==> src/rtl/clk_gate_ctrl.sv <==
// rtl/clk_gate_ctrl.sv - shared clock-enable controller with wake latency and idle hold-off (option: CLK_GATE_CTRL_STATS_EN)
module clk_gate_ctrl #(
    parameter int NUM_REQ     = 4,
    parameter int WAKE_CYCLES = 2,
    parameter int IDLE_CYCLES = 8,
    parameter int CNT_W       = 16
) (
    input  logic               clk,
    input  logic               reset_n,
    input  logic [NUM_REQ-1:0] req_i,
    output logic [NUM_REQ-1:0] ack_o,
    output logic               clk_en_o,
    output logic               busy_o,
    output logic [1:0]         state_o
`ifdef CLK_GATE_CTRL_STATS_EN
    ,
    input  logic               stats_clr_i,
    output logic [CNT_W-1:0]   gated_cycles_o
`endif
);

    typedef enum logic [1:0] {
        S_OFF  = 2'd0,
        S_WAKE = 2'd1,
        S_ON   = 2'd2,
        S_HOLD = 2'd3
    } state_t;

    localparam logic [CNT_W-1:0] WAKE_LOAD = CNT_W'(WAKE_CYCLES - 1);
    localparam logic [CNT_W-1:0] IDLE_LOAD = CNT_W'((IDLE_CYCLES > 0) ? IDLE_CYCLES - 1 : 0);
    localparam bit               IDLE_ZERO = (IDLE_CYCLES == 0);

    state_t             r_state;
    logic [CNT_W-1:0]   r_cnt;
    logic               r_clk_en;
    logic               r_busy;
    logic [NUM_REQ-1:0] r_ack;
    logic               w_any;

    assign w_any = |req_i;

    // Controller FSM: enable, acks, busy and the shared wake/idle counter are all registered here
    always_ff @(posedge clk) begin
        if (!reset_n) begin
            r_state  <= S_OFF;
            r_cnt    <= '0;
            r_clk_en <= 1'b0;
            r_busy   <= 1'b0;
            r_ack    <= '0;
        end else begin
            case (r_state)
                S_OFF: begin
                    r_ack <= '0;
                    if (w_any) begin
                        r_state  <= S_WAKE;
                        r_cnt    <= WAKE_LOAD;
                        r_clk_en <= 1'b1;
                        r_busy   <= 1'b1;
                    end
                end
                S_WAKE: begin
                    // wake always runs to completion, even if every request has dropped
                    if (r_cnt != '0) begin
                        r_cnt <= r_cnt - 1'b1;
                    end else if (w_any) begin
                        r_state <= S_ON;
                        r_ack   <= req_i;
                    end else if (IDLE_ZERO) begin
                        r_state  <= S_OFF;
                        r_clk_en <= 1'b0;
                        r_busy   <= 1'b0;
                    end else begin
                        r_state <= S_HOLD;
                        r_cnt   <= IDLE_LOAD;
                    end
                end
                S_ON: begin
                    if (w_any) begin
                        r_ack <= req_i;
                    end else begin
                        r_ack <= '0;
                        if (IDLE_ZERO) begin
                            r_state  <= S_OFF;
                            r_clk_en <= 1'b0;
                            r_busy   <= 1'b0;
                        end else begin
                            r_state <= S_HOLD;
                            r_cnt   <= IDLE_LOAD;
                        end
                    end
                end
                default: begin
                    // HOLD: clock still running, so a new request re-acks without wake latency
                    if (w_any) begin
                        r_state <= S_ON;
                        r_ack   <= req_i;
                    end else if (r_cnt == '0) begin
                        r_state  <= S_OFF;
                        r_clk_en <= 1'b0;
                        r_busy   <= 1'b0;
                    end else begin
                        r_cnt <= r_cnt - 1'b1;
                    end
                end
            endcase
        end
    end

    assign ack_o    = r_ack;
    assign clk_en_o = r_clk_en;
    assign busy_o   = r_busy;
    assign state_o  = r_state;

`ifdef CLK_GATE_CTRL_STATS_EN
    logic [CNT_W-1:0] r_gated;

    // Saturating count of edges with the clock gated; clear beats increment
    always_ff @(posedge clk) begin
        if (!reset_n) begin
            r_gated <= '0;
        end else if (stats_clr_i) begin
            r_gated <= '0;
        end else if (!r_clk_en && (r_gated != {CNT_W{1'b1}})) begin
            r_gated <= r_gated + 1'b1;
        end
    end

    assign gated_cycles_o = r_gated;
`endif

endmodule

==> config.mk <==
export PLATFORM = sky130hd
export DESIGN_NAME = clk_gate_ctrl
export DESIGN_NICKNAME = d
export VERILOG_FILES = /design/src/rtl/clk_gate_ctrl.sv
export SDC_FILE = /design/constraint.sdc
export NUM_CORES = 1
export LEC_CHECK = 0
export ABC_AREA = 1
export BUFFER_PORTS_ARGS = -buffer_cell sky130_fd_sc_hd__buf_2
export CORE_MARGIN = 5
export CORE_UTILIZATION = 53
export CTS_CLUSTER_SIZE = 16
export DETAILED_ROUTE_END_ITERATION = 10
export PLACE_DENSITY = 0.75
export SYNTH_ARGS = -nofsm -noshare
export SYNTH_HDL_FRONTEND = slang
export SYNTH_SLANG_ARGS = --single-unit
==> constraint.sdc <==
create_clock -name clk -period 1.55 [get_ports clk]
set_input_delay 0.2325 -clock clk [delete_from_list [all_inputs] [get_ports clk]]
set_output_delay 0.2325 -clock clk [all_outputs]
set_load 0.05 [all_outputs]
* Word-level counts from Yosys, hierarchy flattened
Index checks and enable logic that the tools add are counted.
** Cells by class
- Muxes and demuxes :: 21
- Magnitude comparators :: 0
- Shift-type cells :: 0
- Reduce and logical (&&, ||, !) cells :: 10
- Add/sub/neg operators :: 1
- Bitwise operators :: 1
- Div/mod/pow operators :: 0
- Multipliers :: 0
- Equality and inequality tests :: 8
** Operator list (count)
- $mux 16 :: 5
- $pmux 16 s3 :: 1
- $logic_not 16->1 :: 1
- $reduce_bool 16->1 :: 1
- $sub 16x1->16 const B :: 1
- $mux 4 :: 3
- $pmux 4 s3 :: 1
- $mux 2 :: 5
- $reduce_and 4->1 :: 2
- $ne 2x2->1 const B :: 3
- $pmux 2 s3 :: 1
- $mux 1 :: 4
- $ne 4x1->1 const B :: 1
- $ne 4x2->1 const B :: 1
- $reduce_bool 4->1 :: 1
- $reduce_or 4->1 :: 1
- $reduce_and 3->1 :: 1
- $eq 2x1->1 const B :: 1
- $eq 2x2->1 const B :: 1
- $logic_not 2->1 :: 1
- $ne 2x1->1 const B :: 1
- $pmux 1 s2 :: 1
- $reduce_bool 2->1 :: 1
- $reduce_or 2->1 :: 1
- $not 1->1 :: 1
** Storage, ports and cells
- Output and inout bits :: 8
- RAM bits :: 0
- Memory bits (read-only) :: 0
- Register bits :: 23
- Bits in latches :: 0
- Word-level logic and storage cells :: 45
- Memories kept :: 0
- Input bits :: 6

* Longest topological paths before layout
- Depth after elaboration :: 4
- Depth in mapped cells :: 14
- Depth with buffers taken out :: 14

* Worst setup path before layout
Ideal clock, no wire load.
- Path type :: register to register
- Start :: reg r_state[0] (netlist: state_o[0])
- End :: reg r_cnt[9]
- Required time :: 1429 ps
- Library setup time :: 121 ps
- Stages on the path, launching flop included :: 15
- Period minus slack after synthesis :: 2086 ps
- Slack :: -536 ps
- Arrival time :: 1965 ps
- Path buffers :: 0
- Cell sequence :: dfxtp_1 > inv_1 > ha_1 > nor2_1 > inv_1 > nor2_1 > nand2_1 > nand2_1 > inv_2 > nand2_4 > inv_4 > nand2_2 > nor2_1 > o21ai_0 > a21oi_1
** On the way
- Word-level cells in the longest chain between the ends :: 3
- Elaborated cells between the ends (all ways) :: 8
- Those cells by class :: eq/ne: 5; mux: 1; reduce/logical: 2
** Ends and longest elaborated chain
- start, declared :: line 33 : state_t r_state;
- start signal, assigned :: line 45 : r_state <= S_OFF;
- start signal, assigned :: line 55 : r_state <= S_WAKE;
- start signal, assigned :: line 66 : r_state <= S_ON;
- $eq 2x2->1 (tied with other cells) :: line 51 : case (r_state)
- $ne 4x1->1 (no source line) (tied with other cells)
- $reduce_and 3->1 (no source line)
- end signal, assigned :: line 64 : r_cnt <= r_cnt - 1'b1;
- end signal, assigned :: line 102 : r_cnt <= r_cnt - 1'b1;
- end, declared :: line 34 : logic [CNT_W-1:0] r_cnt;
Several ways; a longest one is shown, not always the timed one.
A chain may end at the register's enable or synchronous reset.

* Worst setup path after layout
- Start :: reg r_cnt[1]
- End :: reg r_cnt[1]
** On the way
- Word-level cells in the longest chain between the ends :: 4
- Elaborated cells between the ends (all ways) :: 10
- Those cells by class :: add/sub: 1; eq/ne: 1; mux: 5; reduce/logical: 3
** Ends and longest elaborated chain
- $sub 16x1->16 :: line 64, 102
- $mux 16 :: line 97 : end else if (r_cnt == '0) begin
- $mux 16 :: line 94 : if (w_any) begin
- $pmux 16 s3 :: line 51
Several ways; a longest one is shown, not always the timed one. The select of a mux whose other input is x is not followed.

==> flow_metrics.py <==
metrics = {
    "synth": {
        "syn-num-nets": 237,
        "synth_area_mm2": 0.00154,
        "synth_cell_types": 35,
        "async_flop_share_pct": 0,
        "avgSynthCellArea_um2": 6.86,
        "synth_flop_cell": "dfxtp_1",
        "syn_inst": 225,
        "yosysTopAreaCell": "dfxtp_1",
        "synth_enable_flop_cells": 0,
        "synth.most_common_cell": "nand2_1",
        "yosysWarnings": 0,
        "synth_top_area_share_pct": 29.8,
        "ys_top_cells_by_area": "dfxtp_1 30%, nand2_1 10%, a21oi_1 8.8%",
        "yosysSeqAreaShare_pct": 29.8,
        "synth_seq_cells": 23,
        "synthTopCellsByCount": "41 x nand2_1, 27 x a21oi_1, 26 x inv_1, 26 x nor2_1, 23 x dfxtp_1",
    },
    "sta": {
        "period_needed_ns": 1.79,
        "rsz0062_at_grt": "yes",
        "final_hold_viol_count": 0,
        "final_max_slew_viol_count": 0,
        "fin_ws_ns": -0.242,
        "whs_ns": 0.152,
        "worstMarginPinSlew_ns": 0.441,
        "finalCritPeriodShare_pct": 116,
        "slew_headroom_pct": 70.6,
        "max_freq_ghz": 0.558,
        "clock_skew_ns": 0.00117,
        "finalSetupViolCount": 20,
    },
    "run_status": {
        "status": "finished, violations left",
        "violations": "negative setup slack",
    },
    "critical_path": {
        "crit_type": "register to register",
        "cp-start-kind": "register",
        "reg2regPathDepth": 12,
        "reg2reg_slack_ns": -0.24,
        "cp.required_ns": 1.82,
        "r2r-end": "r_cnt[1]",
        "path_max_fanout": 3,
        "cp.arrival_ns": 2.06,
        "endpoint": "r_cnt[1]",
        "cpMostUsedCell": "inv_2",
        "crit_chain": "inv_2 > ha_4 > inv_2 > nor2_1 > nand2_1 > nor2_4 > nand3_2 > nand2_4 > inv_2 > o21ai_2 > o21ai_1 > a21oi_1",
        "end_kind": "register",
        "cpMaxStageDelayCell": "dfxtp_2",
        "r2r_start": "r_cnt[1]",
        "cp-startpoint": "r_cnt[1]",
        "cp_slowest_stage_delay_ns": 0.36,
    },
    "placement": {
        "hpwl_mm": 2.89,
        "gp_congestion": 0.922,
        "port_buffers": 13,
    },
    "run": {
        "drv_cap": 0,
    },
    "cts": {
        "root_buffer": "clkbuf_4",
        "numCtsBuffers": 3,
        "insertion_delay_ns": 0.34,
        "cts_tree": "yes",
        "cts_buffer_depth": 2,
        "htree_levels": 1,
        "cts.reportedPaths.clkPinSlew_ns": 0.14,
        "hold_buffers": 0,
        "clock-sinks": 23,
    },
    "route": {
        "routed_via_density": 6.01,
        "wl_per_cell_um": 18.4,
        "ant_nets": 0,
        "dr.pass1.iters": 6,
        "first_iter_violations": 228,
        "vias": 1930,
        "drc_errors": 0,
        "finalWirelength_mm": 5.90,
    },
    "die": {
        "die_area_mm2": 0.00409,
        "ioPinCount": 14,
        "rows": 19,
        "die_h_um": 64.0,
        "design.core.area_mm2": 0.00278,
        "die_x_um": 64.0,
        "start_util_pct": 55.5,
    },
    "final_layout": {
        "seq_area_um2": 474,
        "fillCellCount": 143,
        "diodes": 0,
        "drive_gt1_share_pct": 51.7,
        "area_delta_synth_final_pct": 55.9,
        "multiInputGateArea_mm2": 0.00124,
        "fin_nets": 303,
    },
    "min_path": {
        "hold_path_class": "input pin to register",
    },
    "global_routing": {
        "grt-ovfl-total": 0,
        "grtUsageTotal_pct": 23.3,
        "grt_pass1_vias": 1642,
        "antenna_found_initial": 0,
        "grt_start_max_net_pins": 13,
        "grt_pass1_wl_mm": 7.67,
    },
}
==> kinds of logic (layout without fill, tap and decap cells) <==
family                   after synthesis  count (layout)  share of synthesized area (%)
XOR/XNOR                               1               1                          0.567
flip-flops                            23              23                           29.8
AO/OA/AOI/OAI                         56              56                           21.1
buffers and inverters                 35              99                           9.97
adder cells (fa/ha/maj)                6               6                           4.86
AND/OR/NAND/NOR                      104             105                           33.7
==> timing repair <==
item                       in CTS  in global routing
gates resized for setup        41                 44
setup endpoints to repair      19                 23
pin swaps                      20                 25
gates cloned                    1                  0
buffers inserted                5                 11
==> critical path, delay by kind of cell, from the launching register on <==
kind / cells / cell delay (ns)
AO/OA/AOI/OAI: 3 / 0.43
adder cells (fa/ha/maj): 1 / 0.15
buffers and inverters: 3 / 0.17
flip-flops: 1 / 0.36
AND/OR/NAND/NOR: 5 / 0.61
==> metrics by stage <==
| step | worst slack, ns | std cells | TNS, ns | util [%] | cell area [um^2] |
|---|---|---|---|---|---|
| after floorplan | -0.113 | 225 | -1.26 | - | 1600 |
| after global placement | -0.0930 | 300 | -0.895 | 69.7 | 1940 |
| after detailed placement | -0.0978 | 300 | -1.12 | 69.7 | 1940 |
| after CTS | -0.0915 | 310 | -0.523 | 76.4 | 2130 |
| after global routing | -0.346 | 321 | -5.48 | 86.5 | 2410 |
| final | -0.242 | 321 | -3.35 | 86.5 | 2410 |
==> worst min path at each step <==
stage / start / end / slack [ns] / depth (start not counted)
CTS: req_i[0] / ack_o[0] / 0.17 / 3
finish: req_i[0] / ack_o[0] / 0.15 / 3
floorplan: reset_n / state_o[0] / 0.36 / 2
detailed placement: ack_o[2] / ack_o[2] / 0.46 / 2
global placement: ack_o[3] / ack_o[3] / 0.45 / 2
global route: req_i[2] / ack_o[2] / 0.15 / 3
==> layout by cell type, fill, tap and decap left out, drive strengths merged, types with 3 or more instances in the layout <==
cell    instances
clkbuf          4
nor2           32
ha              6
nand2          52
dfxtp          23
nand4           3
buf            65
nand3b          4
nor3            4
a21oi          32
inv            29
o21ai          19
nand3           8
==> cell type report <==
type / count / area share, %
inverter: 30 / 5.72
timing repair buffer: 65 / 20.5
sequential: 23 / 19.7
tap: 31 / 1.61
clock buffer: 4 / 1.09
multi-input combinational: 168 / 51.4
==> per-layer routing <==
metal | wire (um) | GRT usage [%] | vias up | share of wire, %
met4 | 304 | 7.79 | 0 | 5.1
met1 | 2320 | 30.9 | 889 | 39
met2 | 2800 | 37.8 | 123 | 47
li1 | - | - | 880 | -
met5 | 0 | 0 | - | 0
met3 | 479 | 4.20 | 38 | 8.1
==> state kept, by name, summed over array words and instances, names as in the netlist <==
register	cells
state_o	2
ack_o	4
busy_o	1
r_cnt	16
Power is left out: the tool's default activity adds up to more than one toggle a clock period on the data nets, which glitch-free logic cannot reach.
